File: src/rtl/hex_digit_scheduler.sv
// Round-robin sharing of one BCD-to-7-segment decoder across NDIG digits.
// Writes mark a digit dirty; the scheduler commits one dirty digit per cycle.
module hex_digit_scheduler #(
    parameter int NDIG = 6,
    parameter int IW   = 3
) (
    input  logic              clk,
    input  logic              reset_n,
    input  logic              wr_valid,
    output logic              wr_ready,
    input  logic [IW-1:0]     wr_idx,
    input  logic [3:0]        wr_data,
    output logic              wr_err,
    output logic              busy,
    output logic [7*NDIG-1:0] hex
);

    localparam logic [0:0] IDLE = 1'b0;
    localparam logic [0:0] DEC  = 1'b1;

    logic [0:0]      state;
    logic [3:0]      digit [NDIG];
    logic [NDIG-1:0] dirty;
    logic [NDIG-1:0] wr_set;
    logic [NDIG-1:0] cur_oh;
    logic [NDIG-1:0] nxt_mask;
    logic [IW-1:0]   ptr;
    logic [IW-1:0]   cur;
    logic [IW-1:0]   cur_inc;
    logic            wr_fire;
    logic            idx_ok;
    logic [6:0]      seg;
    logic [IW:0]     idle_pick;
    logic [IW:0]     dec_pick;

    // {found, index} of the first set bit searching upward from s, wrapping
    function automatic logic [IW:0] pick(input logic [NDIG-1:0] m,
                                         input logic [IW-1:0]   s);
        logic [IW:0] r;
        int j;
        r = '0;
        for (int i = NDIG - 1; i >= 0; i--) begin
            j = int'(s) + i;
            if (j >= NDIG) j = j - NDIG;
            if (m[j]) r = {1'b1, IW'(j)};
        end
        return r;
    endfunction

    always_comb begin
        wr_fire = wr_valid & wr_ready;
        idx_ok  = {1'b0, wr_idx} < (IW+1)'(NDIG);
        wr_set  = '0;
        cur_oh  = '0;
        if (wr_fire && idx_ok) wr_set[wr_idx] = 1'b1;
        cur_oh[cur] = 1'b1;
        cur_inc   = (cur == IW'(NDIG - 1)) ? '0 : cur + 1'b1;
        // same-cycle writes to other digits join the next-digit search
        nxt_mask  = (dirty | wr_set) & ~cur_oh;
        idle_pick = pick(dirty, ptr);
        dec_pick  = pick(nxt_mask, cur_inc);
        busy      = (|dirty) | (state == DEC);
    end

    always_comb begin
        seg = 7'b1111111;
        case (digit[cur])
            4'd0:    seg = 7'b1000000;
            4'd1:    seg = 7'b1111001;
            4'd2:    seg = 7'b0100100;
            4'd3:    seg = 7'b0110000;
            4'd4:    seg = 7'b0011001;
            4'd5:    seg = 7'b0010010;
            4'd6:    seg = 7'b0000010;
            4'd7:    seg = 7'b1111000;
            4'd8:    seg = 7'b0000000;
            4'd9:    seg = 7'b0010000;
            default: seg = 7'b1111111;
        endcase
    end

    always_ff @(posedge clk or negedge reset_n) begin
        if (!reset_n) begin
            state    <= IDLE;
            ptr      <= '0;
            cur      <= '0;
            dirty    <= '0;
            hex      <= '1;
            wr_ready <= 1'b0;
            wr_err   <= 1'b0;
            for (int d = 0; d < NDIG; d++) digit[d] <= 4'hF;
        end else begin
            wr_ready <= 1'b1;
            wr_err   <= wr_fire & ~idx_ok;
            for (int d = 0; d < NDIG; d++)
                if (wr_set[d]) digit[d] <= wr_data;
            case (state)
                IDLE: begin
                    dirty <= dirty | wr_set;
                    if (idle_pick[IW]) begin
                        state <= DEC;
                        cur   <= idle_pick[IW-1:0];
                    end
                end
                DEC: begin
                    // a write to cur wins, so the digit is rescheduled
                    hex[int'(cur)*7 +: 7] <= seg;
                    dirty <= (dirty & ~cur_oh) | wr_set;
                    ptr   <= cur_inc;
                    if (dec_pick[IW]) cur <= dec_pick[IW-1:0];
                    else state <= IDLE;
                end
                default: state <= IDLE;
            endcase
        end
    end

endmodule

File: config.mk
export PLATFORM = sky130hd
export DESIGN_NAME = hex_digit_scheduler
export DESIGN_NICKNAME = d
export VERILOG_FILES = /design/src/rtl/hex_digit_scheduler.sv
export SDC_FILE = /design/constraint.sdc
export NUM_CORES = 1
export LEC_CHECK = 0
export CORE_AREA = 2 2 96 116
export CTS_CLUSTER_SIZE = 14
export DETAILED_ROUTE_END_ITERATION = 6
export DIE_AREA = 0 0 98 118
export GPL_TIMING_DRIVEN = 0
export PLACE_DENSITY = 0.8
export SLEW_MARGIN = 5
export SYNTH_ARGS = -nofsm -noshare
export SYNTH_HDL_FRONTEND = slang
export SYNTH_SLANG_ARGS = --single-unit
File: constraint.sdc
create_clock -name clk -period 5.2 [get_ports clk]
set_input_delay 1.04 -clock clk [delete_from_list [all_inputs] [get_ports clk]]
set_output_delay 1.04 -clock clk [all_outputs]
set_load 0.01 [all_outputs]
; ---- After elaboration in Yosys (flattened, before gate mapping)
; Memory sizes are Yosys's and may differ from the RTL's.
; Cells that the tools add are included.
[classes]
addsub = 24
n_mul = 1
magnitude_cmp = 30
eq_ne = 3
shifts = 2
n_mux = 77
bitwise_logic = 11
n_reduce_logical = 5
[op_table]
columns = operator, count
row1 = $lt 32x5->1 const B, 12
row2 = $mux 32, 12
row3 = $mux 4, 14
row4 = $sub 4x3->5 const B, 10
row5 = $bwmux 42, 1
row6 = $shift 7x33->42 const A, 1
row7 = $shiftx 7x33->42, 1
row8 = $ge 4x3->1 const B, 10
row9 = $bmux 1 s3, 12
row10 = $neg 6->33, 1
row11 = $mux 1, 28
row12 = $add 3x2->4 const B, 4
row13 = $add 3x3->4 const B, 4
row14 = $and 6x6->6, 2
row15 = $bmux 4 s3, 1
row16 = $or 6x6->6, 2
row17 = $pmux 6 s2, 1
row18 = $mux 3, 3
row19 = $add 3x1->4 const B, 2
row20 = $lt 3x4->1 const B, 2
row21 = $sub 3x3->4 const B, 2
row22 = $demux 1 s3, 2
row23 = $ge 3x1->1 const B, 2
row24 = $ge 3x3->1 const B, 2
row25 = other kinds (18), 22
[word_totals]
ff_bits = 81
romBits = 112
in_bits = 10
out_inout_bits = 45
word_cells = 167
n_memories = 1
[mem_list]
columns = memory, depth, word_bits, read_ports, rd_ports_with_merged_regs, wr, line_no
row1 = (name not given), 16, 7, 1, 0, 0, 67  ; case (digit[cur])

; ---- Logic depth before layout (Yosys ltp)
; Gate-level depths: netlist of the first run.
[depth]
word_depth = 18
ltp_mapped = 16
depth_no_buf = 14

; ---- Worst setup path before layout of the first run
; No wires, ideal clock.
[synth_timing]
kind = flip-flop to flip-flop
start = register cur[0]
end = register cur[1]
setup_ns = 0.095
t_arrival_ns = 3.838
required_time_ns = 5.105
slack_ns = 1.267
path_stages_with_launch = 15
n_path_buf = 2
period_less_slack_ns = 3.933
cell_sequence = dfrtp_1 > buf_4 > clkinv_1 > ha_1 > clkbuf_1 > a21boi_2 > ha_1 > nor3b_1 > a2111o_4 > a21o_1 > a21oi_4 > mux2i_2 > a32oi_1 > o21a_1 > o32ai_2
[synth_between]
elab_cells_between_ends = 61
cone_classes = 12 x add/sub / 8 x order compare / 2 x eq/ne / 35 x mux / 2 x bitwise / 2 x reduce/logical
[synth_lines]
columns = item, line_no
row1 = from (decl), 28  ; logic [IW-1:0] cur;
row2 = from (signal assigned), 102  ; cur <= idle_pick[IW-1:0];
row3 = from (signal assigned), 110  ; if (dec_pick[IW]) cur <= dec_pick[IW-1:0];
row4 = $add 3x1->3 or $eq 3x3->1 (tied branches), 57  ; cur_inc = (cur == IW'(NDIG - 1)) ? '0 : cur + 1'b1;
row5 = $mux 3 *, 57
row6 = via cur_inc[1], 29  ; logic [IW-1:0] cur_inc;
row7 = $add 3x3->4, 43  ; j = int'(s) + i;
row8 = $sub 4x3->5 or $ge 4x3->1 (tied branches), 44  ; if (j >= NDIG) j = j - NDIG;
row9 = $mux 32, 44
row10 = $bmux 1 s3, 45  ; if (m[j]) r = {1'b1, IW'(j)};
row11 = $mux 1 (implied by the code) (2 in series), 45
row12 = $mux 4 (5 in series), 45
row13 = $mux 4 *, 45
row14 = $mux 3 or $ne 2x1->1 (tied branches), -
row15 = $pmux 3 s2 or $reduce_and 2->1 (tied branches), -
; The timed path passes the listed nets; every way through them passes the cells marked *. The select of a mux whose other input is x is not followed.
; A chain may end at the register's enable or synchronous reset.

; ---- Worst setup path after layout of the first run
; Ends and elaborated chain as after synthesis.

==> results of run 1 <==
-- kinds of logic (layout without fill, tap and decap cells) --
kind of cell    Yosys count  after routing  share of synthesized area (%)
xor+xnor                  8              8                           1.16
buf+inv                  59            130                           4.46
fa+ha+maj                31             31                           6.43
flops                    81             81                           35.0
simple gates            207            207                           17.5
other cells               1              1                         0.0621
mux                      63             63                           11.8
compound gates          193            193                           23.6
-- cell usage after synthesis, types with 7 or more instances --
library cell,instances
o31ai_1,14
ha_1,31
and3_1,7
inv_1,23
mux2_2,44
a31oi_1,8
dfrtp_1,15
o22ai_1,9
buf_2,11
nor2_1,44
nor4_1,7
nor3_1,10
nand2_1,57
nor2b_1,9
mux2i_1,16
clkbuf_1,14
a21oi_1,28
nand4_1,7
nand2b_1,8
dfstp_2,66
nand3_1,27
o21ai_0,43
o211ai_1,14
-- routing by layer --
layer / vias up / global-route usage [%] / part of all wire, %
met3: 66 / 4.69 / 4.6
met1: 2700 / 36.7 / 40
li1: 2538 / - / -
met2: 227 / 50.3 / 51
met5: - / 0 / 0
met4: 0 / 15.6 / 4.6
-- area by class of cell --
type / count / area (µm²)
clock inverters: 6 / 76.3
plain buffers: 32 / 168
repair buffers: 55 / 558
inverters: 27 / 101
flip-flops and latches: 81 / 2110
multi-input cells: 503 / 3660
well taps: 129 / 161
fillers: 816 / 3330
clock buffers: 10 / 250
-- flip-flops by register name, indices dropped and copies added, names as in the netlist --
name      cells
cur           3
digit        24
dirty         6
hex          42
ptr           3
state         1
wr_err        1
wr_ready      1
-- stage by stage --
step                      utilization, %  std cells  hold WS [ns]  setup slack, ns
final                               68.1        843         0.474            0.270
after global routing                68.1        843         0.492          0.00928
after CTS                           68.0        843         0.477            0.212
after detailed placement            64.9        827         0.463            0.292
after global placement              64.7        826         0.455            0.350
after floorplan                        -        643         0.470             1.27
-- placed cells by master (no fill, tap or decap), types with 7 or more instances in the layout --
cell type        instances
nor2_1                  44
o211ai_1                14
mux2i_1                 16
nor2b_1                  9
a21oi_1                 28
nand2_1                 57
a31oi_1                  8
nand4_1                  7
nand2b_1                 8
o31ai_1                 14
mux2_2                  44
nand3_1                 27
clkbuf_16               10
ha_1                    31
o21ai_0                 43
nor4_1                   7
o22ai_1                  9
inv_1                   23
nor3_1                  10
buf_2                   11
dfrtp_1                 15
clkdlybuf4s50_1         53
dfstp_2                 66
and3_1                   7
clkbuf_1                14
-- worst max-delay path: stages (launching register included) --
cell,delay (ns)
dfrtp_1,0.46
buf_4,0.24
clkinv_1,0.33
ha_1,0.54
clkbuf_1,0.37
a21boi_4,0.47
ha_1,0.31
nor3b_1,0.09
a2111o_4,0.54
a21o_1,0.21
a21oi_4,0.25
mux2i_2,0.35
a32oi_1,0.16
o21a_1,0.22
o32ai_2,0.29
-- path summary, 6_finish.rpt --
| kind | from | endpoint | slack (ns) | cells after the start |
|---|---|---|---|---|
| max in group asynchronous | reset_n | hex[9]$_DFFE_PN1P_ | 3.90 | 2 |
| worst min register to register | hex[12]$_DFFE_PN1P_ | hex[12]$_DFFE_PN1P_ | 0.47 | 2 |
| min in group asynchronous | reset_n | dirty[0]$_DFF_PN0_ | 0.67 | 1 |
| worst max register to register | cur[0]$_DFFE_PN0P_ | cur[1]$_DFFE_PN0P_ | 0.27 | 14 |
| worst min-delay path | hex[12]$_DFFE_PN1P_ | hex[12]$_DFFE_PN1P_ | 0.47 | 2 |
| worst max-delay path | cur[0]$_DFFE_PN0P_ | cur[1]$_DFFE_PN0P_ | 0.27 | 14 |
==> impl_metrics.py, run 1 <==
metrics = {
    "die": {
        "die_w_um": 98,
        "rows": 41,
        "num_io_pins": 55,
        "die_y_um": 118,
        "die_area_um2": 11600,
        "core_area_um2": 10400,
        "initial_core_util_pct": 57.9,
    },
    "sta": {
        "slew_viol_final": 0,
        "worst_slew_margin_rel_pct": 40.1,
        "hold_viol": 0,
        "skew_ns": 0.00722,
        "rsz0062_at_grt": "no",
        "worstMarginPinSlew_ns": 0.890,
        "fmax_ghz": 0.203,
        "min_period_ns": 4.93,
        "setup_viol": 0,
        "period_share_pct": 94.8,
        "setup_tns_ns": 0,
    },
    "synthesis": {
        "synth_top_flop_cell": "dfstp_2",
        "ys_warn_count": 0,
        "synthTopCellsByArea": "dfstp_2 29%, mux2_2 8.2%, ha_1 6.4%",
        "synthCells": 643,
        "ys_seq_area_share_pct": 35.0,
        "syn-num-nets": 684,
        "syn_area_um2": 6030,
        "yosys.area.top_type": "dfstp_2",
        "synth_top_area_share_pct": 28.7,
        "synth-edff-count": 0,
        "ys_types": 87,
        "async_reset_ff_share_pct": 100,
        "syn_area_per_cell_um2": 9.38,
        "yosys_register_bits": 81,
    },
    "drt": {
        "drtIter0Drc": 347,
        "drc": 0,
        "firstDrtPassIters": 5,
        "vias": 5531,
        "drt-total-wl_mm": 17.1,
        "detail-route-antenna-nets": 0,
        "wire_per_inst_um": 20.3,
        "vias_per_cell": 6.56,
    },
    "setup_path": {
        "worstSetupPathType": "flip-flop to flip-flop",
        "crit_required_ns": 5.43,
        "cp-end-kind": "flip-flop",
        "arrival_ns": 5.16,
        "crit_path_start_kind": "flip-flop",
        "cp_max_fo": 11,
    },
    "run": {
        "drv_cap": 0,
    },
    "global_routing": {
        "grt_first_pass_wirelength_mm": 28.0,
        "grt-ovfl-total": 0,
        "grt_pass1_vias": 5536,
        "grt_max_degree": 46,
        "antenna_found_initial": 0,
        "grt_usage_pct": 29.9,
    },
    "hold_path": {
        "hp-class": "flip-flop to flip-flop",
    },
    "clock_network": {
        "postCtsSetupBuffers": 0,
        "htreeDepth": 3,
        "ctsHoldBuffers": 0,
        "tritoncts": "done",
        "cts.sink_count": 81,
        "cts_resized": 0,
        "cts-root-buf": "clkbuf_16",
        "clk_pin_slew_ns": 0.07,
        "max-clock-path-buffers": 2,
        "insertion_delay_ns": 0.34,
        "cts_inserted_buffers": 9,
    },
    "finish": {
        "final_layout_size_suffix_gt1_share_pct": 24.4,
        "final_cell_area_um2": 7090,
        "diodes": 0,
        "num-nets-final": 750,
        "area_delta_synth_final_pct": 17.5,
    },
    "placed_design": {
        "portBuffers": 54,
        "globalplace.congestion": 1.04,
        "dp_hpwl_mm": 12.8,
        "placed_area_um2": 6750,
    },
    "run_status": {
        "status": "completed",
    },
}
Power of run 1 is left out: the tool's default activity adds up to more than one toggle a clock period on the data nets, which glitch-free logic cannot reach.
==> run 2, diff against run 1 <==
Settings changed: CORE_AREA 2 2 96 116 to 2 2 117 142, DIE_AREA 0 0 98 118 to 0 0 119 144, PLACE_DENSITY 0.8 to not set.
==> impl_metrics.py, run 2 (same netlist as run 1, synthesis figures left out) <==
metrics = {
    "run_status": {
        "status": "completed",
    },
    "global_routing": {
        "grt_max_degree": 59,
        "grt_first_pass_wirelength_mm": 27.8,
        "antenna_found_initial": 0,
        "grt-ovfl-total": 0,
        "grt_pass1_vias": 5270,
        "grt_usage_pct": 20.4,
    },
    "die": {
        "die_area_um2": 17100,
        "num_io_pins": 55,
        "rows": 51,
        "initial_core_util_pct": 38.0,
        "die_y_um": 144,
        "die_w_um": 119,
        "core_area_um2": 15900,
    },
    "clock_network": {
        "clk_pin_slew_ns": 0.07,
        "htreeDepth": 3,
        "max-clock-path-buffers": 2,
        "cts_inserted_buffers": 9,
        "cts-root-buf": "clkbuf_16",
        "ctsHoldBuffers": 0,
        "tritoncts": "done",
        "cts.sink_count": 81,
        "insertion_delay_ns": 0.34,
    },
    "finish": {
        "num-nets-final": 750,
        "max_flop_register": "hex",
        "reg_top3": "hex (42), digit (24), dirty (6)",
        "final_common_cell": "dfstp_2",
        "post-route-util_pct": 45.2,
        "final_layout_size_suffix_gt1_share_pct": 24.4,
        "multiInputGateArea_um2": 3660,
        "area_delta_synth_final_pct": 19.0,
        "seqCellArea_um2": 2110,
        "fill_cells": 1546,
        "final_cell_mix": "66 x dfstp_2, 57 x nand2_1, 53 x clkdlybuf4s50_1",
        "diodes": 0,
        "largest_register_ffs": 42,
    },
    "sta": {
        "worstMarginPinSlew_ns": 0.897,
        "period_share_pct": 92.8,
        "worst_slew_margin_rel_pct": 39.6,
        "slew_viol_final": 0,
        "setup_viol": 0,
        "hold_viol": 0,
        "hold_slack_ns": 0.467,
        "fmax_ghz": 0.207,
        "rsz0062_at_grt": "no",
        "skew_ns": 0.0129,
        "min_period_ns": 4.83,
        "setup_tns_ns": 0,
    },
    "drt": {
        "vias_per_cell": 5.83,
        "detail-route-antenna-nets": 0,
        "drtIter0Drc": 357,
        "drt-total-wl_mm": 17.6,
        "drc": 0,
        "wire_per_inst_um": 19.0,
        "vias": 5397,
        "firstDrtPassIters": 5,
    },
    "setup_path": {
        "cp-startpoint": "cur[0]$_DFFE_PN0P_",
        "cp-end-kind": "flip-flop",
        "crit_path_start_kind": "flip-flop",
        "cp-endpoint": "cur[1]$_DFFE_PN0P_",
        "worstSetupPathType": "flip-flop to flip-flop",
        "reg2reg_depth": 14,
        "cp_max_fo": 11,
        "reg2reg_from": "cur[0]$_DFFE_PN0P_",
        "crit_required_ns": 5.44,
        "reg2reg_to": "cur[1]$_DFFE_PN0P_",
        "reg2reg_slack_ns": 0.37,
        "arrival_ns": 5.06,
    },
    "hold_path": {
        "worstHoldPathCells": 2,
        "hp-class": "flip-flop to flip-flop",
        "hold_path_startpoint": "hex[33]$_DFFE_PN1P_",
    },
    "placed_design": {
        "portBuffers": 54,
        "dp_hpwl_mm": 13.2,
        "globalplace.congestion": 0.988,
    },
    "run": {
        "drv_cap": 0,
    },
}
==> run 2: worst max-delay path, cell delays in order, from the launching register on <==
cell and delay, ns:
dfrtp_1 0.45, buf_4 0.24, clkinv_1 0.37, ha_1 0.55
clkbuf_1 0.32, a21boi_4 0.42, ha_1 0.30, nor3b_1 0.08
a2111o_4 0.54, a21o_1 0.21, a21oi_4 0.24, mux2i_2 0.35
a32oi_1 0.16, o21a_1 0.20, o32ai_2 0.25
==> run 2: per-stage QoR <==
stage | setup slack [ns] | cell area, µm² | instances
floorplan | 1.27 | 6030 | 643
global placement | 0.360 | 6840 | 909
detailed placement | 0.331 | 6870 | 910
CTS | 0.294 | 7170 | 926
global route | 0.0603 | 7180 | 926
finish | 0.373 | 7180 | 926
==> run 2: how the worst min path moves through the flow <==
stage                          endpoint  slack (ns)
detailed placement  hex[33]$_DFFE_PN1P_        0.46
CTS                 hex[33]$_DFFE_PN1P_        0.47
finish              hex[33]$_DFFE_PN1P_        0.47
global route        hex[33]$_DFFE_PN1P_        0.49
floorplan           hex[28]$_DFFE_PN1P_        0.47
global placement    hex[33]$_DFFE_PN1P_        0.46
==> run 2: cell type report <==
class | instances | area share [%]
well taps | 212 | 3.69
inverters | 27 | 1.41
flip-flops and latches | 81 | 29.4
repair buffers | 55 | 7.87
clock inverters | 7 | 1.17
multi-input cells | 503 | 51.0
clock buffers | 9 | 3.14
plain buffers | 32 | 2.33
==> run 2: metal layers <==
| layer | wire (µm) | part of all wire, % | track usage, % | up-vias |
|---|---|---|---|---|
| met5 | 0 | 0 | 0 | - |
| met4 | 582 | 3.3 | 8.40 | 0 |
| met3 | 597 | 3.4 | 3.00 | 49 |
| met2 | 8850 | 50 | 36.6 | 159 |
| met1 | 7550 | 43 | 24.4 | 2648 |
| li1 | - | - | - | 2541 |
==> run 2: repair_timing <==
item	4_1_cts	5_1_grt
gates resized for setup	0	1
setup endpoints to repair	0	3
setup buffers	0	0
Power of run 2 is left out for the same reason.
==> variant: new RTL, flow settings as in run 1 <==
Make the reset (`reset_n`) synchronous in one clocked block.
--- a/src/rtl/hex_digit_scheduler.sv
+++ b/src/rtl/hex_digit_scheduler.sv
@@ -79,7 +79,7 @@
         endcase
     end
 
-    always_ff @(posedge clk or negedge reset_n) begin
+    always_ff @(posedge clk) begin
         if (!reset_n) begin
             state    <= IDLE;
             ptr      <= '0;
Function: differs if reset_n is asserted again (counterexample within 4 cycles, from zero or initial values and one cycle with reset_n low); with reset_n held inactive, the same outputs for 4 cycles.
==> variant against run 1 <==
- the run now ends with DRC left
- design area fell by 8.3%
- worst setup slack improved by 0.095 ns
- synthesized area fell by 8.8%
- sequential cell count rose by 3
- via count fell by 4.7%
- utilization fell by 5.7 points
- count of clock-buffer cells in the layout rose by 3
- wire length fell by 11%
==> variant: results (changes against run 1) <==
| Metric | Value |
|---|---|
| # nets final | `744 (-0.80%)` |
| Hold Startpoint | `hex[16]` |
| Average size of a mapped cell | `8.66 sq um (-7.8%)` |
| Diodes inserted | `0 (unchanged)` |
| DRC viols | `1 (+1)` |
| Port bufs | `54 (unchanged)` |
| RR Startpoint | `cur[1]` |
| Worst Skew | `0.00619 ns (-0.00103 ns)` |
| Worst reg2reg setup slack | `0.37 ns (+0.10 ns)` |
| Clock root buffer | `clkbuf_16` |
| Synth top cells by count | `nand2_1 (73), dfxtp_1 (60), a21oi_1 (46)` |
| Top flop regs | `hex: 42 flops, digit: 24 flops, dirty: 6 flops` |
| Crit Path Max Fanout | `10 (-1)` |
| DP Worst Slack | `0.562 ns (+0.270 ns)` |
| Min Tclk post-route | `4.83 ns (-0.0954 ns)` |
| WHS | `0.467 ns (-0.00715 ns)` |
| Fraction of layout cells with a size suffix above 1 | `11.8% (-13 points)` |
| Hpwl dp | `11600 microns (-9.9%)` |
| DR iter-0 viols | `412 (+19%)` |
| Router iterations before antenna repair | `7 (+2)` |
| FF-to-FF path depth | `19 (+5)` |
| Leakage | `2.55 nW` |
| Synth unique cells | `78 (-10%)` |
| Failing checks | `DRC` |
| Placed Cells | `819 (-0.97%)` |
| Status | `finished with violations` |
| Placed Instance Area | `6210 sq um (-8.1%)` |
| Ys flop type | `dfxtp_1` |
| Peak VDD IR | `0.000321 V` |
| Number of global-route vias before repair | `5163 (-6.7%)` |
| Post-synth ARST share | `0% (-100 points)` |
| Seq/Total Area, Yosys | `34.9% (-0.048 points)` |
| Max-slew headroom | `31.5% (-8.6 points)` |
| Largest cells by area after synthesis | `dfxtp_1 (22%), edfxtp_1 (13%), ha_1 (7.5%)` |
| CTS H-Tree Depth | `3 (unchanged)` |
| Antenna violations before repair | `0 (unchanged)` |
| CP arrival | `5.05 ns (-0.11 ns)` |
| Insertion delay to the later sink of the worst-skew pair | `0.34 ns (about the same)` |
| Gr usage total | `26.4% (-3.5 points)` |
| Wire length of the first global-routing pass | `25000 microns (-10%)` |
| Avg Vias per Cell | `6.31 (-3.8%)` |
| Max Root-Sink Buffers | `2 (unchanged)` |
| Mean routed wirelength per cell | `18.2 microns (-11%)` |
| Largest net degree at the start of global routing | `14 (-70%)` |
| Post-synth EDFFs | `24 (+24)` |
| Yosys warning count | `0 (unchanged)` |
| Final cell count without fillers | `835 (-0.95%)` |
| Hold WC Path Type | `flop to flop` |
| Filler instances | `878 (+7.6%)` |
| Hold endpoint | `hex[16]` |
| Gpl congestion | `0.943 (-9.4%)` |
| Syn Nets | `679 (-0.73%)` |
| Resized Gates After CTS | `0 (unchanged)` |
[variant: report_power, final]
group          switching [W]  leakage [nW]  total, W  internal (W)
clock network       0.000248         0.142  0.000610      0.000362
registers          0.0000567         0.691  0.000797      0.000740
logic               0.000924          1.72   0.00152      0.000594
[variant: layer usage]
metal,up-vias,GRT usage (%),share of wire [%]
li1,2480,-,-
met1,2522,29.0,39
met2,211,48.0,52
met3,57,4.87,4.9
met4,0,13.1,3.8
met5,-,0,0
[variant: area by class of cell]
| cell class | count | area, sq um | share of cell area (%) |
|---|---|---|---|
| buffer | 35 | 164 | 2.52 |
| inverter | 23 | 86.3 | 1.33 |
| clock buffer | 13 | 270 | 4.16 |
| multi-input combinational | 494 | 3330 | 51.3 |
| sequential | 84 | 1920 | 29.6 |
| timing repair buffer | 54 | 541 | 8.32 |
| clock inverter | 3 | 18.8 | 0.289 |
| tap | 129 | 161 | 2.48 |
[variant: logic make-up (layout without fill, tap and decap cells)]
kind of cell	after synthesis	after routing	synth area share [%]
and+or+nand+nor	229	229	21.4
adders and majority gates	33	33	7.50
AOI/OAI and AO/OA	193	193	23.6
DFF	84	84	34.9
muxes	26	26	6.02
buffers and inverters	58	128	4.55
xor gates and xnor gates	13	13	2.07
[variant: critical path, cell delays in order (launching register included)]
cell,delay [ns]
dfxtp_1,0.41
clkbuf_1,0.34
inv_1,0.16
ha_1,0.22
buf_6,0.14
a21oi_2,0.27
inv_2,0.16
ha_1,0.31
clkbuf_1,0.37
inv_1,0.13
ha_1,0.22
nor2_1,0.19
a31oi_1,0.13
a41o_1,0.28
mux2i_1,0.13
o21ai_0,0.36
nor2_1,0.11
nor4_1,0.28
nor4_1,0.13
o41ai_2,0.38
